<file path="src/rtl/pipe_ctrl_if.sv">
// Data-memory request bus between the pipeline controller and the memory.
// The controller drives req/we; the memory answers with gnt/rvalid.
interface pipe_ctrl_if;
    logic req;
    logic we;
    logic gnt;
    logic rvalid;

    modport master (
        output req,
        output we,
        input  gnt,
        input  rvalid
    );

    modport slave (
        input  req,
        input  we,
        output gnt,
        output rvalid
    );
endinterface

</file>
<file path="src/rtl/pipe_ctrl.sv">
// Sequencing controller for the 3-stage core (IF, DX, MW).
// Keeps a shadow of the MW stage, stalls the pipe while a load/store is
// outstanding (with a timeout into a sticky error state), redirects the PC
// for jumps/taken branches and selects MW->DX operand forwarding.
// Optional: define PIPE_PERF_CNT_EN to add saturating stall/flush counters.
//
// state  | meaning
// RUN    | pipeline flowing; a mem op in MW may complete in its first cycle
// REQ    | mem op in MW still waiting for dmem_gnt, request held
// WAIT_R | load granted, waiting for dmem_rvalid, request dropped
// ERR    | memory timeout; pipe frozen until reset
module pipe_ctrl #(
    parameter int MEM_TIMEOUT = 16,
    parameter int CNT_W       = 5
) (
    input  logic        clk,
    input  logic        rst_n,
    input  logic        instr_valid_d,
    input  logic        mem_access_d,
    input  logic        reg_write_d,
    input  logic [1:0]  wb_sel_d,
    input  logic        branch_d,
    input  logic        jop_d,
    input  logic        pc_sel_bit0_d,
    input  logic [4:0]  adr1_d,
    input  logic [4:0]  adr2_d,
    input  logic [4:0]  rd_d,
    input  logic        br_taken,
    pipe_ctrl_if.master dmem,
    output logic        stall,
    output logic        flush_if,
    output logic [1:0]  pc_sel,
    output logic        fwd_a,
    output logic        fwd_b,
    output logic        mem_err
`ifdef PIPE_PERF_CNT_EN
    ,
    output logic [31:0] perf_stall_cnt,
    output logic [31:0] perf_flush_cnt
`endif
);

    typedef enum logic [1:0] {
        ST_RUN    = 2'd0,
        ST_REQ    = 2'd1,
        ST_WAIT_R = 2'd2,
        ST_ERR    = 2'd3
    } state_t;

    // Timeout is a down-counter loaded on entry to REQ/WAIT_R; reaching zero
    // without the exit event means the op has used up all its cycles.
    localparam logic [CNT_W-1:0] CNT_LOAD = CNT_W'(MEM_TIMEOUT - 1);

    state_t           state;
    logic [CNT_W-1:0] cnt;
    logic             cnt_tc;
    logic [CNT_W-1:0] cnt_dec;

    logic       mw_valid;
    logic [4:0] mw_rd;
    logic       mw_rw;
    logic       mw_mem;
    logic       mw_ld;

    logic mem_op;
    logic mw_st;
    logic req_done;

    // Request-side decode and stall; stall must react to gnt/rvalid in the
    // same cycle so the pipe is released on the completing cycle.
    always_comb begin
        mem_op   = mw_valid & mw_mem;
        mw_st    = mw_mem & ~mw_ld;
        req_done = dmem.gnt & (mw_st | dmem.rvalid);
        cnt_tc   = (cnt == '0);
        cnt_dec  = cnt_tc ? cnt : cnt - 1'b1;
        stall    = 1'b0;
        dmem.req = 1'b0;
        case (state)
            ST_RUN: begin
                stall    = mem_op & ~req_done;
                dmem.req = mem_op;
            end
            ST_REQ: begin
                stall    = ~req_done;
                dmem.req = mem_op;
            end
            ST_WAIT_R: stall = ~dmem.rvalid;
            default:   stall = 1'b1;
        endcase
        dmem.we = dmem.req & mw_st;
    end

    // Forwarding from the MW writeback value; valid regardless of stall.
    always_comb begin
        fwd_a = mw_valid & mw_rw & (mw_rd != 5'd0) & (mw_rd == adr1_d);
        fwd_b = mw_valid & mw_rw & (mw_rd != 5'd0) & (mw_rd == adr2_d);
    end

    // Next-PC select; a redirect in DX is held off while the pipe is stalled.
    always_comb begin
        pc_sel   = 2'b00;
        flush_if = 1'b0;
        if (instr_valid_d && !stall) begin
            if (jop_d) begin
                pc_sel   = 2'b10;
                flush_if = 1'b1;
            end else if (pc_sel_bit0_d || (branch_d && br_taken)) begin
                pc_sel   = 2'b01;
                flush_if = 1'b1;
            end
        end
    end

    // Memory-wait FSM, timeout counter and MW shadow registers.
    always_ff @(posedge clk or negedge rst_n) begin
        if (!rst_n) begin
            state    <= ST_RUN;
            cnt      <= '0;
            mem_err  <= 1'b0;
            mw_valid <= 1'b0;
            mw_rd    <= 5'd0;
            mw_rw    <= 1'b0;
            mw_mem   <= 1'b0;
            mw_ld    <= 1'b0;
        end else begin
            case (state)
                ST_RUN: begin
                    if (mem_op) begin
                        if (!dmem.gnt) begin
                            state <= ST_REQ;
                            cnt   <= CNT_LOAD;
                        end else if (mw_ld && !dmem.rvalid) begin
                            state <= ST_WAIT_R;
                            cnt   <= CNT_LOAD;
                        end
                    end
                end
                ST_REQ: begin
                    if (dmem.gnt) begin
                        if (mw_ld && !dmem.rvalid) begin
                            state <= ST_WAIT_R;
                            cnt   <= cnt_dec;
                        end else begin
                            state <= ST_RUN;
                        end
                    end else if (cnt_tc) begin
                        state   <= ST_ERR;
                        mem_err <= 1'b1;
                    end else begin
                        cnt <= cnt_dec;
                    end
                end
                ST_WAIT_R: begin
                    if (dmem.rvalid) begin
                        state <= ST_RUN;
                    end else if (cnt_tc) begin
                        state   <= ST_ERR;
                        mem_err <= 1'b1;
                    end else begin
                        cnt <= cnt_dec;
                    end
                end
                default: begin
                    state   <= ST_ERR;
                    mem_err <= 1'b1;
                end
            endcase

            if (!stall) begin
                mw_valid <= instr_valid_d;
                mw_rd    <= rd_d;
                mw_rw    <= reg_write_d;
                mw_mem   <= mem_access_d;
                mw_ld    <= mem_access_d & (wb_sel_d == 2'b01);
            end
        end
    end

`ifdef PIPE_PERF_CNT_EN
    // Saturating event counters for stall and IF-flush cycles.
    always_ff @(posedge clk or negedge rst_n) begin
        if (!rst_n) begin
            perf_stall_cnt <= 32'd0;
            perf_flush_cnt <= 32'd0;
        end else begin
            if (stall && (perf_stall_cnt != 32'hFFFF_FFFF))
                perf_stall_cnt <= perf_stall_cnt + 32'd1;
            if (flush_if && (perf_flush_cnt != 32'hFFFF_FFFF))
                perf_flush_cnt <= perf_flush_cnt + 32'd1;
        end
    end
`endif

endmodule

</file>
<file path="src/flat_wrapper.sv">
// flat-port wrapper written by rule: the top's interface ports become plain ports
module pipe_ctrl_flat 
#(
    parameter int MEM_TIMEOUT = 16,
    parameter int CNT_W       = 5
)
  (clk, rst_n, instr_valid_d, mem_access_d, reg_write_d, wb_sel_d, branch_d, jop_d, pc_sel_bit0_d, adr1_d, adr2_d, rd_d, br_taken, stall, flush_if, pc_sel, fwd_a, fwd_b, mem_err, dmem_req, dmem_we, dmem_gnt, dmem_rvalid);
  pipe_ctrl_if dmem_i ();
  input  logic clk;
  input  logic rst_n;
  input  logic instr_valid_d;
  input  logic mem_access_d;
  input  logic reg_write_d;
  input  logic [1:0] wb_sel_d;
  input  logic branch_d;
  input  logic jop_d;
  input  logic pc_sel_bit0_d;
  input  logic [4:0] adr1_d;
  input  logic [4:0] adr2_d;
  input  logic [4:0] rd_d;
  input  logic br_taken;
  output logic stall;
  output logic flush_if;
  output logic [1:0] pc_sel;
  output logic fwd_a;
  output logic fwd_b;
  output logic mem_err;
  output wire logic [$bits(dmem_i.req)-1:0] dmem_req;
  output wire logic [$bits(dmem_i.we)-1:0] dmem_we;
  input wire logic [$bits(dmem_i.gnt)-1:0] dmem_gnt;
  input wire logic [$bits(dmem_i.rvalid)-1:0] dmem_rvalid;
  assign dmem_req = dmem_i.req;
  assign dmem_we = dmem_i.we;
  assign dmem_i.gnt = dmem_gnt;
  assign dmem_i.rvalid = dmem_rvalid;
  pipe_ctrl #(.MEM_TIMEOUT(MEM_TIMEOUT), .CNT_W(CNT_W)) u_core (.clk(clk), .rst_n(rst_n), .instr_valid_d(instr_valid_d), .mem_access_d(mem_access_d), .reg_write_d(reg_write_d), .wb_sel_d(wb_sel_d), .branch_d(branch_d), .jop_d(jop_d), .pc_sel_bit0_d(pc_sel_bit0_d), .adr1_d(adr1_d), .adr2_d(adr2_d), .rd_d(rd_d), .br_taken(br_taken), .dmem(dmem_i), .stall(stall), .flush_if(flush_if), .pc_sel(pc_sel), .fwd_a(fwd_a), .fwd_b(fwd_b), .mem_err(mem_err));
endmodule
</file>
<file path="config.mk">
export PLATFORM = sky130hd
export DESIGN_NAME = pipe_ctrl_flat
export DESIGN_NICKNAME = d
export VERILOG_FILES = /design/src/rtl/pipe_ctrl_if.sv /design/src/rtl/pipe_ctrl.sv /design/src/flat_wrapper.sv
export SDC_FILE = /design/constraint.sdc
export NUM_CORES = 1
export LEC_CHECK = 0
export CORE_MARGIN = 10
export CORE_UTILIZATION = 34
export CTS_CLUSTER_DIAMETER = 120
export DETAILED_ROUTE_END_ITERATION = 10
export PLACE_DENSITY = 0.63
export SLEW_MARGIN = 20
export SYNTH_ARGS = -nofsm -noshare
export SYNTH_HDL_FRONTEND = slang
export SYNTH_SLANG_ARGS = --single-unit
</file>
<file path="constraint.sdc">
create_clock -name clk -period 2 [get_ports clk]
set_clock_uncertainty 0.05 [all_clocks]
set_input_delay 0.5 -clock clk [delete_from_list [all_inputs] [get_ports clk]]
set_output_delay 0.5 -clock clk [all_outputs]
set_load 0.01 [all_outputs]
</file>
* Word level (Yosys, flattened, before mapping)
Index checks and enable logic that the tools add are counted.
** Cells by class
- Mux-type cells :: 29
- Reduce and logical (&&, ||, !) cells :: 14
- Eq/ne operators :: 10
- Bitwise logic cells :: 15
- $add $sub $neg :: 1
** Operators with widths (number)
- two-way mux 5 bit :: 8
- two-way mux 2 bit :: 9
- case mux 5 bit (3 select lines) :: 1
- AND 1 bit :: 10
- equality test 5 bit :: 2
- two-way mux 1 bit :: 8
- != test 3 x 2 -> 1 bit (second input constant) :: 2
- case mux 1 bit (3 select lines) :: 2
- case mux 2 bit (3 select lines) :: 1
- logical NOT 5 bit :: 1
- AND reduction 5 bit :: 1
- nonzero test 5 bit :: 1
- subtractor 5 x 1 -> 5 bit (second input constant) :: 1
- equality test 2 x 1 -> 1 bit (second input constant) :: 2
- != test 2 bit (second input constant) :: 2
- NOT 1 bit :: 4
- logical AND 1 bit :: 3
- AND reduction 3 bit :: 1
- nonzero test 3 bit :: 1
- equality test 2 bit (second input constant) :: 1
- logical NOT 1 bit :: 2
- logical NOT 2 bit :: 1
- != test 2 x 1 -> 1 bit (second input constant) :: 1
- AND reduction 2 bit :: 1
- other kinds (3) :: 3
** Storage, ports and cells
- Output and inout bits :: 9
- Word-level logic and storage cells :: 77
- Flip-flop bits (word level) :: 17

* Logic depth before layout (Yosys ltp)
Gate-level depths: netlist of run 1.
- Depth in word-level cells :: 10
- Gate-level depth with buffers :: 7
- Gate-level depth less buffers :: 6

* Worst setup path before layout of run 1
No wires, ideal clock.
- Path type :: flip-flop to output port
- Start point :: register u_core.state[1]
- End point :: output port pc_sel[0]
- Arrival time :: 1725 ps
- Stages on the path, launching flop included :: 8
- Setup slack :: -275 ps
- Cell sequence :: dfrtp_1 inv_1 ha_1 clkbuf_2 a31oi_1 o211ai_4 buf_12 nor4_1
** Between the ends
- Word-level cells in the longest chain between the ends :: 5
** Ends and longest elaborated chain
- start, declared :: line pipe_ctrl.sv:54 : state_t state;
- start signal, assigned :: line pipe_ctrl.sv:118 : state <= ST_RUN;
- start signal, assigned :: line pipe_ctrl.sv:131 : state <= ST_REQ;
- start signal, assigned :: line pipe_ctrl.sv:134 : state <= ST_WAIT_R;
- equality test 2 bit, or another cell as far along :: line pipe_ctrl.sv:79 : case (state)
- case mux 1 bit (3 select lines) * :: line pipe_ctrl.sv:79
- net stall :: line flat_wrapper.sv:22 : output logic stall;
- logical NOT 1 bit * :: line pipe_ctrl.sv:104 : if (instr_valid_d && !stall) begin
- logical AND 1 bit * :: line pipe_ctrl.sv:104
- two-way mux 2 bit * :: line pipe_ctrl.sv:104
- end, declared :: line flat_wrapper.sv:24 : output logic [1:0] pc_sel;
Mark *: on every way through the listed nets, which the timed path passes. The rest lies on a longest branch.

* Final worst setup path of run 1
- Start point :: register u_core.state[0]
- End point :: output port pc_sel[0]
** Between the ends
- Word-level cells in the longest chain between the ends :: 5
** Ends and longest elaborated chain (line)
- equality test 2 bit, or another cell as far along :: pipe_ctrl.sv:79
- case mux 1 bit (3 select lines) * :: pipe_ctrl.sv:79
- logical NOT 1 bit * :: pipe_ctrl.sv:104
- logical AND 1 bit * :: pipe_ctrl.sv:104
- two-way mux 2 bit * :: pipe_ctrl.sv:104
Every way passes the cells marked *; elsewhere a longest branch is shown, timed or not.

==> results of run 1 <==
## per-stage QoR
step                      worst slack (ns)  setup TNS (ns)  util [%]
final                              -0.2836          -1.777     57.85
after global routing               -0.3674          -2.767     57.85
after global placement             -0.8430          -7.164     54.06
after CTS                          -0.2929          -1.941     56.96
after detailed placement           -0.9378          -7.937     54.06
after floorplan                   -0.05300        -0.05300         -
## synthesized netlist by cell type (all sizes together) (3+ instances only)
| cell type | n | area [um^2] |
|---|---|---|
| o21ai | 6 | 33.78 |
| nor2 | 7 | 26.28 |
| dfrtp | 17 | 425.4 |
| xnor2 | 6 | 52.55 |
| nand3 | 3 | 15.01 |
| nor4 | 3 | 18.77 |
| nand2b | 4 | 25.02 |
| o211ai | 6 | 58.81 |
| ha | 5 | 62.56 |
| xor2 | 4 | 35.03 |
| a22o | 4 | 35.03 |
| mux2 | 9 | 123.9 |
| nand2 | 4 | 15.01 |
| nor3 | 3 | 15.01 |
| inv | 9 | 33.78 |
## worst max-delay path, stage by stage (launching register included)
cell and delay (ns):
dfrtp_1 0.42, inv_2 0.11, ha_4 0.16, nand3_2 0.07, a2bb2oi_2 0.15, o211ai_4 0.31
nor4_4 0.06, buf_2 0.16
## per-layer routing
layer  track usage, %  vias to the layer above  routed length (um)  part of all wire [%]
li1                 -                      556                   -                     -
met1            12.58                      511                1440                    43
met2            17.94                       37                1635                    49
met3            4.955                        2                 274                   8.1
met4            2.688                        0                  14                  0.42
met5                0                        -                   0                     0
## what timing repair did
| action | in CTS | in global routing |
|---|---|---|
| pin swaps | 9 | 6 |
| cloned | 0 | 0 |
| endpoints found under the setup margin | 17 | 20 |
| resized for setup | 48 | 5 |
| setup buffers | 9 | 4 |
## layout make-up
class                      count  area (um^2)
multi-input combinational     85        824.5
timing repair buffer          69        576.8
inverter                       9        33.78
clock buffer                   3        22.52
fill                         318         1418
sequential                    17        425.4
clock inverter                 1        5.005
tap                           46        57.56
## path summary, 6_finish.rpt
check	to	cells after the start	slack, ns	startpoint
min reg2reg	u_core.mem_err	1	0.42	u_core.mem_err
max in group asynchronous	u_core.cnt[4]	2	1.23	rst_n
max	pc_sel[0]	7	-0.28	u_core.state[0]
max reg2reg	u_core.mw_rd[3]	7	-0.01	u_core.state[0]
min	u_core.mem_err	1	0.42	u_core.mem_err
min in group asynchronous	u_core.state[1]	2	0.48	rst_n
## cell families (layout without fill, tap and decap cells)
family | Yosys count | count (layout)
AOI/OAI and AO/OA | 32 | 32
and+or+nand+nor | 29 | 29
DFF | 17 | 17
buffers and inverters | 11 | 82
xor gates and xnor gates | 10 | 10
muxes | 9 | 9
adders and majority gates | 5 | 5
## registers in the layout, summed over array words and instances (netlist names)
| signal | flops |
|---|---|
| u_core.state | 2 |
| u_core.cnt | 5 |
| u_core.mw_ld | 1 |
| u_core.mw_valid | 1 |
| u_core.mem_err | 1 |
| u_core.mw_rd | 5 |
| u_core.mw_mem | 1 |
| u_core.mw_rw | 1 |
## power groups by stage
stage | clock (uW) | combinational (uW) | sequential [uW]
global placement | 0 | 92.3 | 350
floorplan | 0 | 21.0 | 350
detailed placement | 0 | 94.4 | 350
finish | 187 | 93.1 | 343
CTS | 198 | 93.6 | 344
global route | 209 | 101 | 344
==> impl_metrics.json, run 1 <==
{
  "synth.mux.area_fraction_pct": 10.41,
  "fin_ws_ns": -0.2836,
  "holdWs_ns": 0.4244,
  "power_density_nw_per_um2": 320.6,
  "start_util_pct": 35.38,
  "cts_buffers": 3,
  "io_buffers": 36,
  "cp_data_required_time_ns": 1.45,
  "violations": "setup timing",
  "placed_cell_area_um2": 1818,
  "antenna_left": 0,
  "setup_violations": 11,
  "drc": 0,
  "final_common_cell": "buf_4",
  "ys_async_sr_fraction_pct": 100.0,
  "synthSimpleGateAreaFrac_pct": 13.35,
  "grt_overflow": 0,
  "clockBufferDepth": 2,
  "clk_latency_ns": 0.29,
  "ios": 37,
  "rsz0062_at_grt": "true",
  "worstMarginPinSlew_ns": 0.5011,
  "synth_xor_area_share_pct": 7.361,
  "dpl.hpwl_mm": 2.633,
  "drt-wirelength-per-cell_um": 14.63,
  "layoutNonFillerInstCount": 230,
  "drive_gt1_share_pct": 41.30,
  "power.leakage_uw": 0.0008744,
  "routed_wirelength_mm": 3.365,
  "grt_pass1_vias": 1242,
  "grt.total_usage_pct": 10.91,
  "fmaxAchievable_ghz": 0.4379,
  "slew_viol_final": 0,
  "die_x_um": 79.16,
  "ir_worst_vdd_mv": 0.1880,
  "report.power.total_uw": 623.7,
  "intPower_uw": 477.1,
  "synth.distinct_cells": 37,
  "synth_edf_count": 0,
  "fp-row-count": 21,
  "cts_hold_buf": 0,
  "start_kind": "flip-flop",
  "avgSynthCellArea_um2": 10.53,
  "drt_iter0_markers": 78,
  "grt_max_degree": 18,
  "antenna_found_initial": 0,
  "die_area_um2": 6266,
  "status": "finished with violations",
  "synth_top_family_by_area": "compound AO/OA/AOI/OAI gates",
  "fp.dieH_um": 79.16,
  "seq_power_share_pct": 55.1,
  "power.net_switching_uw": 146.7,
  "core-area_um2": 3363,
  "clock_power_share_pct": 30.0,
  "root_buffer": "clkbuf_4",
  "post_drt_via_cell_ratio": 4.809,
  "slew_headroom_pct": 66.12,
  "end_kind": "output port",
  "synth-seq-area-share_pct": 35.75,
  "clk_pin_slew_ns": 0.10,
  "fin_nets": 218,
  "final_cell_mix": "buf_4, clkdlybuf4s50_1, dfrtp_1",
  "yosysWarnings": 0,
  "cts_sinks": 17,
  "hold_viol_final": 0,
  "critPathKind": "flip-flop to output port",
  "synth-compound-area-share_pct": 22.92,
  "vias": 1106,
  "worstHoldPathType": "flip-flop to flip-flop",
  "drtPass1Iterations": 4,
  "combPwrFrac_pct": 14.9,
  "cts_tree": "built",
  "cts_max_level": 1,
  "gp_routability_congestion": 0.8744,
  "area_growth_pct": 63.51,
  "netlist_instances": 113,
  "synthesis.area_um2": 1190,
  "syn_nets": 146,
  "fin_crit_ns": 2.284,
  "layout_worst_path_cycle_share_pct": 114.2,
  "cp.arrival_ns": 1.73,
  "switching_share_pct": 23.51,
  "dp.cells": 216,
  "ys_ff_latch": 17,
  "final_cell_area_um2": 1946,
  "grt_pass1_wl_mm": 5.644,
  "critPathMaxFanout": 5,
  "drv_cap": 0,
  "ys.flop_type": "dfrtp_1",
  "synthAdderAreaFrac_pct": 5.258,
  "diodes": 0
}
(Power assumes the default switching activity.)
==> run 2: changes to the inputs <==
--- a/config.mk
+++ b/config.mk
@@ -5,6 +5,7 @@
 export SDC_FILE = /design/constraint.sdc
 export NUM_CORES = 1
 export LEC_CHECK = 0
+export CAP_MARGIN = 30
 export CORE_MARGIN = 10
 export CORE_UTILIZATION = 34
 export CTS_CLUSTER_DIAMETER = 120
==> results of run 2 <==
No change in the layout: final DEF, timing and power equal those of run 1.
